**src/rtl/clock_seq_pkg.sv**
```systemverilog
// Shared types and constants for the clock-group reset sequencer.
package clock_seq_pkg;

    localparam int unsigned NUM_GROUPS_DEF = 6;

    localparam int unsigned GRP_IMPLICIT = 0;
    localparam int unsigned GRP_SBUS     = 1;
    localparam int unsigned GRP_PBUS     = 2;
    localparam int unsigned GRP_FBUS     = 3;
    localparam int unsigned GRP_MBUS     = 4;
    localparam int unsigned GRP_CBUS     = 5;

    typedef enum logic [1:0] {
        StIdle,
        StSeq,
        StDone,
        StPulse
    } seq_state_e;

endpackage

```
**src/rtl/clock_seq_hold_counter.sv**
```systemverilog
// Hold-interval counter: latches max(hold_cycles,1) on load and strobes expire
// on the last cycle of each interval while run is high.
module clock_seq_hold_counter #(
    parameter int unsigned HOLD_W = 8
) (
    input  logic              clock,
    input  logic              reset,
    input  logic              load,
    input  logic [HOLD_W-1:0] hold_cycles,
    input  logic              run,
    output logic              expire
);

    logic [HOLD_W-1:0] hq_d, hq_q;
    logic [HOLD_W-1:0] cnt_d, cnt_q;

    assign expire = run && (cnt_q == hq_q - HOLD_W'(1));

    always_comb begin
        hq_d  = hq_q;
        cnt_d = cnt_q;
        if (load) begin
            hq_d  = (hold_cycles == '0) ? HOLD_W'(1) : hold_cycles;
            cnt_d = '0;
        end else if (run) begin
            // Restart at zero so back-to-back intervals stay exactly Hq long.
            cnt_d = expire ? '0 : cnt_q + HOLD_W'(1);
        end
    end

    always_ff @(posedge clock) begin
        if (!reset) begin
            hq_q  <= HOLD_W'(1);
            cnt_q <= '0;
        end else begin
            hq_q  <= hq_d;
            cnt_q <= cnt_d;
        end
    end

endmodule

```
**src/rtl/clock_group_reset_sequencer.sv**
```systemverilog
// Power-up reset-release sequencer and per-group reset pulser for the clock groups.
// Optional pulse counter output enabled by defining CLK_SEQ_PULSE_COUNT_EN.
module clock_group_reset_sequencer
    import clock_seq_pkg::*;
#(
    parameter int unsigned NUM_GROUPS = NUM_GROUPS_DEF,
    parameter int unsigned HOLD_W     = 8,
    parameter int unsigned GRP_W      = (NUM_GROUPS > 1) ? $clog2(NUM_GROUPS) : 1
) (
    input  logic                  clock,
    input  logic                  reset,
    input  logic                  start,
    input  logic [HOLD_W-1:0]     hold_cycles,
    input  logic                  req_valid,
    output logic                  req_ready,
    input  logic [GRP_W-1:0]      req_group,
    output logic [NUM_GROUPS-1:0] group_rst_out,
    output logic                  seq_done,
    output logic                  busy,
    output logic                  req_err
`ifdef CLK_SEQ_PULSE_COUNT_EN
    ,
    output logic [15:0]           pulse_count
`endif
);

    seq_state_e            state_d, state_q;
    logic [GRP_W-1:0]      idx_d, idx_q;
    logic [NUM_GROUPS-1:0] grp_d, grp_q;
    logic                  seq_done_d, seq_done_q;
    logic                  busy_d, busy_q;
    logic                  req_err_d, req_err_q;
    logic                  hc_load, hc_run, hc_expire;
    logic                  pulse_fin;

    clock_seq_hold_counter #(
        .HOLD_W(HOLD_W)
    ) u_hold_counter (
        .clock      (clock),
        .reset      (reset),
        .load       (hc_load),
        .hold_cycles(hold_cycles),
        .run        (hc_run),
        .expire     (hc_expire)
    );

    assign req_ready = (state_q == StDone) && !start;

    always_comb begin
        state_d    = state_q;
        idx_d      = idx_q;
        grp_d      = grp_q;
        seq_done_d = seq_done_q;
        req_err_d  = 1'b0;
        hc_load    = 1'b0;
        hc_run     = 1'b0;
        pulse_fin  = 1'b0;
        unique case (state_q)
            StIdle: begin
                if (start) begin
                    hc_load = 1'b1;
                    idx_d   = '0;
                    grp_d   = '1;
                    state_d = StSeq;
                end
            end
            StSeq: begin
                hc_run = 1'b1;
                if (hc_expire) begin
                    grp_d[idx_q] = 1'b0;
                    if (idx_q == GRP_W'(NUM_GROUPS - 1)) begin
                        idx_d      = '0;
                        seq_done_d = 1'b1;
                        state_d    = StDone;
                    end else begin
                        idx_d = idx_q + GRP_W'(1);
                    end
                end
            end
            StDone: begin
                if (start) begin
                    hc_load    = 1'b1;
                    idx_d      = '0;
                    grp_d      = '1;
                    seq_done_d = 1'b0;
                    state_d    = StSeq;
                end else if (req_valid) begin
                    if (32'(req_group) < NUM_GROUPS) begin
                        hc_load          = 1'b1;
                        idx_d            = req_group;
                        grp_d[req_group] = 1'b1;
                        state_d          = StPulse;
                    end else begin
                        req_err_d = 1'b1;
                    end
                end
            end
            StPulse: begin
                hc_run = 1'b1;
                if (hc_expire) begin
                    grp_d[idx_q] = 1'b0;
                    pulse_fin    = 1'b1;
                    state_d      = StDone;
                end
            end
            default: state_d = StIdle;
        endcase
        busy_d = (state_d == StSeq) || (state_d == StPulse);
    end

    always_ff @(posedge clock) begin
        if (!reset) begin
            state_q    <= StIdle;
            idx_q      <= '0;
            grp_q      <= '1;
            seq_done_q <= 1'b0;
            busy_q     <= 1'b0;
            req_err_q  <= 1'b0;
        end else begin
            state_q    <= state_d;
            idx_q      <= idx_d;
            grp_q      <= grp_d;
            seq_done_q <= seq_done_d;
            busy_q     <= busy_d;
            req_err_q  <= req_err_d;
        end
    end

    assign group_rst_out = grp_q;
    assign seq_done      = seq_done_q;
    assign busy          = busy_q;
    assign req_err       = req_err_q;

`ifdef CLK_SEQ_PULSE_COUNT_EN
    logic [15:0] pulse_count_d, pulse_count_q;

    always_comb begin
        pulse_count_d = pulse_count_q;
        if (pulse_fin && (pulse_count_q != 16'hFFFF)) begin
            pulse_count_d = pulse_count_q + 16'd1;
        end
    end

    always_ff @(posedge clock) begin
        if (!reset) begin
            pulse_count_q <= '0;
        end else begin
            pulse_count_q <= pulse_count_d;
        end
    end

    assign pulse_count = pulse_count_q;
`else
    logic unused_pulse_fin;
    assign unused_pulse_fin = pulse_fin;
`endif

endmodule
```
**config.mk**
```make
export PLATFORM = sky130hd
export DESIGN_NAME = clock_group_reset_sequencer
export DESIGN_NICKNAME = d
export VERILOG_FILES = /design/src/rtl/clock_seq_pkg.sv /design/src/rtl/clock_seq_hold_counter.sv /design/src/rtl/clock_group_reset_sequencer.sv
export SDC_FILE = /design/constraint.sdc
export NUM_CORES = 1
export LEC_CHECK = 0
export CAP_MARGIN = 20
export CORE_MARGIN = 2
export CORE_UTILIZATION = 31
export CTS_CLUSTER_DIAMETER = 40
export DETAILED_ROUTE_END_ITERATION = 6
export GPL_ROUTABILITY_DRIVEN = 0
export PLACE_DENSITY = 0.61
export SLEW_MARGIN = 20
export SYNTH_ARGS = -nofsm -noshare
export SYNTH_HDL_FRONTEND = slang
export SYNTH_SLANG_ARGS = --single-unit
```
**constraint.sdc**
```tcl
create_clock -name clock -period 3.9 [get_ports clock]
set_input_delay 0.78 -clock clock [delete_from_list [all_inputs] [get_ports clock]]
set_output_delay 0.78 -clock clock [all_outputs]
set_load 0.02 [all_outputs]
```
==> impl_metrics.toml, run 1 <==
[outcome]
outcome = "finished, final reports clean"

[clock_network]
post_cts_resized = 0
insertion_delay_ps = 280
holdBufCountCts = 0
clk_pin_slew_ps = 60
postCtsSetupRepairBufs = 0
root_buffer = "clkbuf_8"
cts_buffers = 5
clock_sink_count = 30
cts_tree = "yes"
clockBufferDepth = 2
htreeDepth = 2

[route]
top_layer_used = "met4"
routed_via_density = 5.27
wl_met2_mm = 2.11
drt-initial-drc-count = 87
routed_wl_mm = 4.39
wl_per_cell_um = 13.9
route.met3.wl_um = 212
m1WireLength_mm = 2.01
vias = 1665
drc = 0
drt_pass1_iterations = 4
ant_nets = 0

[sta]
whs_ps = 525
period_share_pct = 84.8
finalSetupTns_ps = 0
max_slew.worst_pin.slew_ps = 609
period_minus_slack_ps = 3310
setup_slack_ps = 593
hold_viol_final = 0
max_slew_margin_pct = 59.3
drv_slew = 0
setup_viol = 0
skew_ps = 5.83
max_freq_ghz = 0.302
rsz0062_at_grt = "no"

[die]
die_w_um = 81.0
core_um2 = 5820
dieArea_um2 = 6550
start_util_pct = 31.6
die_h_um = 81.0
io-pin-count = 25
row_count = 28

[worst_setup_path]
worstSetupStartpointType = "input pin"
cpMaxStageDelayCell = "clkdlybuf4s50_1"
crit_top_cell = "clkdlybuf4s50_1"
cp.arrival_ps = 2530
crit_required_ps = 3120
crit_type = "in -> out"
crit_path_max_incr_delay_ps = 700
crit_chain = "clkdlybuf4s50_1 -> nor2b_1 -> clkdlybuf4s50_1"
cp_max_fo = 12
crit_path_end_kind = "output port"

[worst_hold_path]
hold_class = "reg -> reg"

[pwr]
p_per_area_nw_per_um2 = 389
p_leak_nw = 0.867
clkPwrFrac_pct = 29.8
netSwitchingFraction_pct = 32.5
p_comb_share_pct = 28.8
ir_drop_mv = 0.189
p_seq_share_pct = 41.4
p_int_mw = 0.577
total_power_mw = 0.855
p_sw_mw = 0.278

[cells_and_area]
fin_area_um2 = 2200
layout.cells.non_filler = 316
nets = 262
postLayoutCoreUtil_pct = 37.8
syn_to_final_growth_pct = 19.8
diodes = 0
drive_gt1_share_pct = 7.05

[yosys]
avgSynthCellArea_um2 = 8.38
synthTopCellsByArea = "dfxtp_1 (33%), ha_1 (4.8%), xor2_1 (4.8%)"
synth.distinct_cells = 50
ys.flop_type = "dfxtp_1"
synth_async_sr_flop_share_pct = 0
synth_area_um2 = 1840
seq_area_frac_synth_pct = 32.7
synth_cells = 219
synth_top_area_share_pct = 32.7
synth_warnings = 0
synth_top_area_cell = "dfxtp_1"
syn_nets = 241
synth_edf_count = 0
synth-seq-cells = 30

[placement]
dpl_cell_area_um2 = 2110
placed_cells = 308
dp_hpwl_mm = 3.21
io_buffers = 24
post-place-ws_ps = 591

[grt]
grt_max_degree = 16
grt_pass1_vias = 1588
grt_overflow = 0
grtUsageTotal_pct = 14.5
antenna_found_initial = 0
grt_pass1_wl_mm = 7.48

[job]
maxCapViolations = 0
## power by group through the flow
stage | sequential (mW) | combinational [mW] | clock (mW)
finish | 0.354 | 0.247 | 0.255
floorplan | 0.370 | 0.158 | 0
global placement | 0.360 | 0.245 | 0
detailed placement | 0.360 | 0.245 | 0
CTS | 0.354 | 0.248 | 0.261
global route | 0.357 | 0.273 | 0.277
## state kept, by name, summed over array words and instances (netlist names)
signal                count
req_err                   1
u_hold_counter.cnt_q      8
idx_q                     3
seq_done                  1
busy                      1
u_hold_counter.hq_q       8
group_rst_out             6
state_q                   2
## cells by family (layout without fill, tap and decap cells)
group / after synthesis / in the layout / share of synthesized area (%)
and+or+nand+nor: 89 / 89 / 25.6
AOI/OAI and AO/OA: 52 / 52 / 20.2
DFF: 30 / 30 / 32.7
buffers and inverters: 18 / 40 / 5.18
xor gates and xnor gates: 15 / 15 / 7.16
muxes: 8 / 8 / 4.43
adders and majority gates: 7 / 7 / 4.77
## synthesized netlist by cell type, types with 2 or more instances
cell,count
dfxtp_1,30
clkbuf_1,7
and3_1,8
o21ai_0,10
nor2_1,22
a31oi_1,5
xnor2_1,5
inv_1,7
a22oi_1,2
xor2_1,10
o311ai_1,3
mux2i_1,7
nand4_1,3
ha_1,7
o22ai_1,3
nand3_1,4
nor3b_1,5
buf_6,2
or2_2,3
o221ai_1,3
o41ai_1,2
a21o_1,2
a21oi_1,6
a21boi_0,2
o211ai_1,4
nor2b_1,5
nor3_1,9
nand2_1,18
or3_1,4
## final timing paths
path | startpoint | to | slack (ps) | cells past startpoint
worst max-delay path | start | req_ready | 590 | 3
worst min-delay path | u_hold_counter.hq_q[7]$_SDFFE_PN0P_ | u_hold_counter.hq_q[7]$_SDFFE_PN0P_ | 520 | 2
worst max register to register | u_hold_counter.hq_q[0]$_SDFFE_PN1P_ | group_rst_out[3]$_SDFFE_PN1P_ | 1320 | 8
worst min register to register | u_hold_counter.hq_q[7]$_SDFFE_PN0P_ | u_hold_counter.hq_q[7]$_SDFFE_PN0P_ | 520 | 2
## layout make-up
class                           instances  area, µm²
Clock buffer                            7       86.3
Tap cell                               75       93.8
Inverter                                7       26.3
Multi-Input combinational cell        171       1140
Clock inverter                          1       5.00
Sequential cell                        30        601
Fill cell                             626       3620
Timing Repair Buffer                   25        248
## worst max-delay path: cells and delay by family
family,cells,cell delay [ps]
and+or+nand+nor,1,450
buffers and inverters,2,1290
## cells in the final DEF, fill, tap and decap left out, types with 2 or more instances in the layout
master,synthesis,final
and3_1,8,8
nand4_1,3,3
xnor2_1,5,5
a21o_1,2,2
o211ai_1,4,4
o311ai_1,3,3
mux2i_1,7,7
xor2_1,10,10
clkdlybuf4s50_1,0,24
clkbuf_8,0,6
a31oi_1,5,5
o21ai_0,10,10
nand2_1,18,18
nor3_1,9,9
a21oi_1,6,6
o41ai_1,2,2
nor3b_1,5,5
dfxtp_1,30,30
nand3_1,4,4
o22ai_1,3,3
or2_2,3,3
nor2_1,22,22
nor2b_1,5,5
a22oi_1,2,2
inv_1,7,7
ha_1,7,7
or3_1,4,4
a21boi_0,2,2
o221ai_1,3,3
## routing by layer
| metal | vias to the layer above | GRT usage [%] |
|---|---|---|
| li1 | 843 | - |
| met1 | 779 | 18.3 |
| met2 | 36 | 25.0 |
| met3 | 7 | 3.44 |
| met4 | 0 | 3.73 |
| met5 | - | 0 |
No activity file was read; power rests on OpenSTA's default activity.
==> inputs of run 2 (changes only) <==
==> constraint.sdc (replaced) <==
create_clock -name clock -period 3.1 [get_ports clock]
set_input_delay 0.62 -clock clock [delete_from_list [all_inputs] [get_ports clock]]
set_output_delay 0.62 -clock clock [all_outputs]
set_load 0.02 [all_outputs]
==> run 2 against run 1 <==
Against the previous run:
- cell count up 0.63%
- sequential cell count is the same
- final area rose by 2.0%
- register-to-register slack got worse by 730 ps
- wire length rose by 1.6%
- setup slack got worse by 95 ps
- sequential power increased by 26%
- sequential share of layout area is 0.53 points lower
==> impl_metrics.toml, run 2 (same netlist as run 1, synthesis figures left out) <==
[worst_setup_path]
crit_chain = "inv_1 -> ha_1 -> nor2b_1 -> clkdlybuf4s50_1"
cpMaxStageDelayCell = "clkdlybuf4s50_1"
path_buf_inv = 2
crit_type = "reg -> out"
reg2reg_from = "u_hold_counter.hq_q[0]$_SDFFE_PN1P_"
cp_max_fo = 8
worstSetupStartpointType = "flip-flop"
crit_path_end_kind = "output port"
crit_path_max_incr_delay_ps = 640
setup.worst_path.start = "state_q[0]$_SDFF_PN0_"
crit_required_ps = 2480
crit_family = "buffers and inverters"
cp.arrival_ps = 1980

[pwr]
total_power_mw = 1.16
ir_drop_mv = 0.310
p_leak_nw = 0.891
p_per_area_nw_per_um2 = 518

[grt]
grt_pass1_vias = 1614
grt_max_degree = 14
grt_overflow = 0
global_route.usage.met2_pct = 24.7
grt_pass1_wl_mm = 7.59
use_met3_pct = 3.44
antenna_found_initial = 0
grtUsageTotal_pct = 14.9
grt.met1_usage_pct = 18.5
grt_busiest_layer = "met2"

[sta]
max_slew.worst_pin.slew_ps = 608
whs_ps = 517
period_share_pct = 83.9
finalSetupTns_ps = 0
period_minus_slack_ps = 2600
drv_slew = 0
rsz0062_at_grt = "no"
max_freq_ghz = 0.384
max_slew_margin_pct = 59.4
setup_viol = 0
skew_ps = 2.92
hold_viol_final = 0

[die]
dieArea_um2 = 6550
row_count = 28
die_w_um = 81.0
core_um2 = 5820
start_util_pct = 31.6
io-pin-count = 25
die_h_um = 81.0

[cells_and_area]
layout_commonest_cell = "dfxtp_1"
nets = 265
layout.cells.non_filler = 318
layout_common_cells = "dfxtp_1 (30), clkdlybuf4s50_1 (24), nor2_1 (22)"
syn_to_final_growth_pct = 22.2
diodes = 0
drive_gt1_share_pct = 8.23
postLayoutCoreUtil_pct = 38.6

[route]
drt-initial-drc-count = 100
drc = 0
routed_wl_mm = 4.46
wl_per_cell_um = 14.0
routed_via_density = 5.31
vias = 1689
drt_pass1_iterations = 4
ant_nets = 0

[clock_network]
root_buffer = "clkbuf_8"
cts_buffers = 5
htreeDepth = 2
clk_pin_slew_ps = 60
post_cts_resized = 0
clock_sink_count = 30
clockBufferDepth = 2
insertion_delay_ps = 280
cts_tree = "yes"
holdBufCountCts = 0
postCtsSetupRepairBufs = 0

[outcome]
outcome = "finished, final reports clean"

[job]
maxCapViolations = 0

[worst_hold_path]
hold_class = "reg -> reg"
hp-start = "u_hold_counter.cnt_q[1]$_SDFFE_PP0P_"

[placement]
dp_hpwl_mm = 3.24
io_buffers = 24
placed_cells = 311
## run 2: cell type report
cell class | count | area (µm²)
fill | 608 | 3570
multi-input combinational | 171 | 1140
sequential | 30 | 601
timing repair buffer | 28 | 270
tap | 75 | 93.8
clock buffer | 6 | 82.6
clock inverter | 1 | 30.0
inverter | 7 | 26.3
## run 2: path summary, 6_finish.rpt
path | end | slack [ps] | cells after the start
setup reg to reg | group_rst_out[3]$_SDFFE_PN1P_ | 590 | 8
hold reg to reg | u_hold_counter.cnt_q[1]$_SDFFE_PP0P_ | 520 | 2
setup / recovery | req_ready | 500 | 4
hold / removal | u_hold_counter.cnt_q[1]$_SDFFE_PP0P_ | 520 | 2
## run 2: metrics by stage
| stage | setup WS [ps] | area (µm²) |
|---|---|---|
| CTS | 499 | 2240 |
| global route | 392 | 2240 |
| global placement | 505 | 2130 |
| detailed placement | 445 | 2130 |
| finish | 498 | 2240 |
| floorplan | 824 | 1840 |
## run 2: tightest hold or removal path: cells and delay by family, from the launching register on
kind | cells | cell delay (ps)
simple gates | 1 | 70
flops | 1 | 350
compound gates | 1 | 50
## run 2: metal layers
metal | vias to the layer above | part of all wire, %
met3 | 11 | 4.5
met1 | 783 | 46
li1 | 847 | -
met2 | 48 | 47
met5 | - | 0
met4 | 0 | 1.9
## run 2: power by group
| group | switching (mW) | total (mW) | internal, mW |
|---|---|---|---|
| logic | 0.180 | 0.313 | 0.133 |
| registers | 0.0290 | 0.445 | 0.416 |
| clock network | 0.146 | 0.403 | 0.257 |
| total | 0.355 | 1.16 | 0.806 |
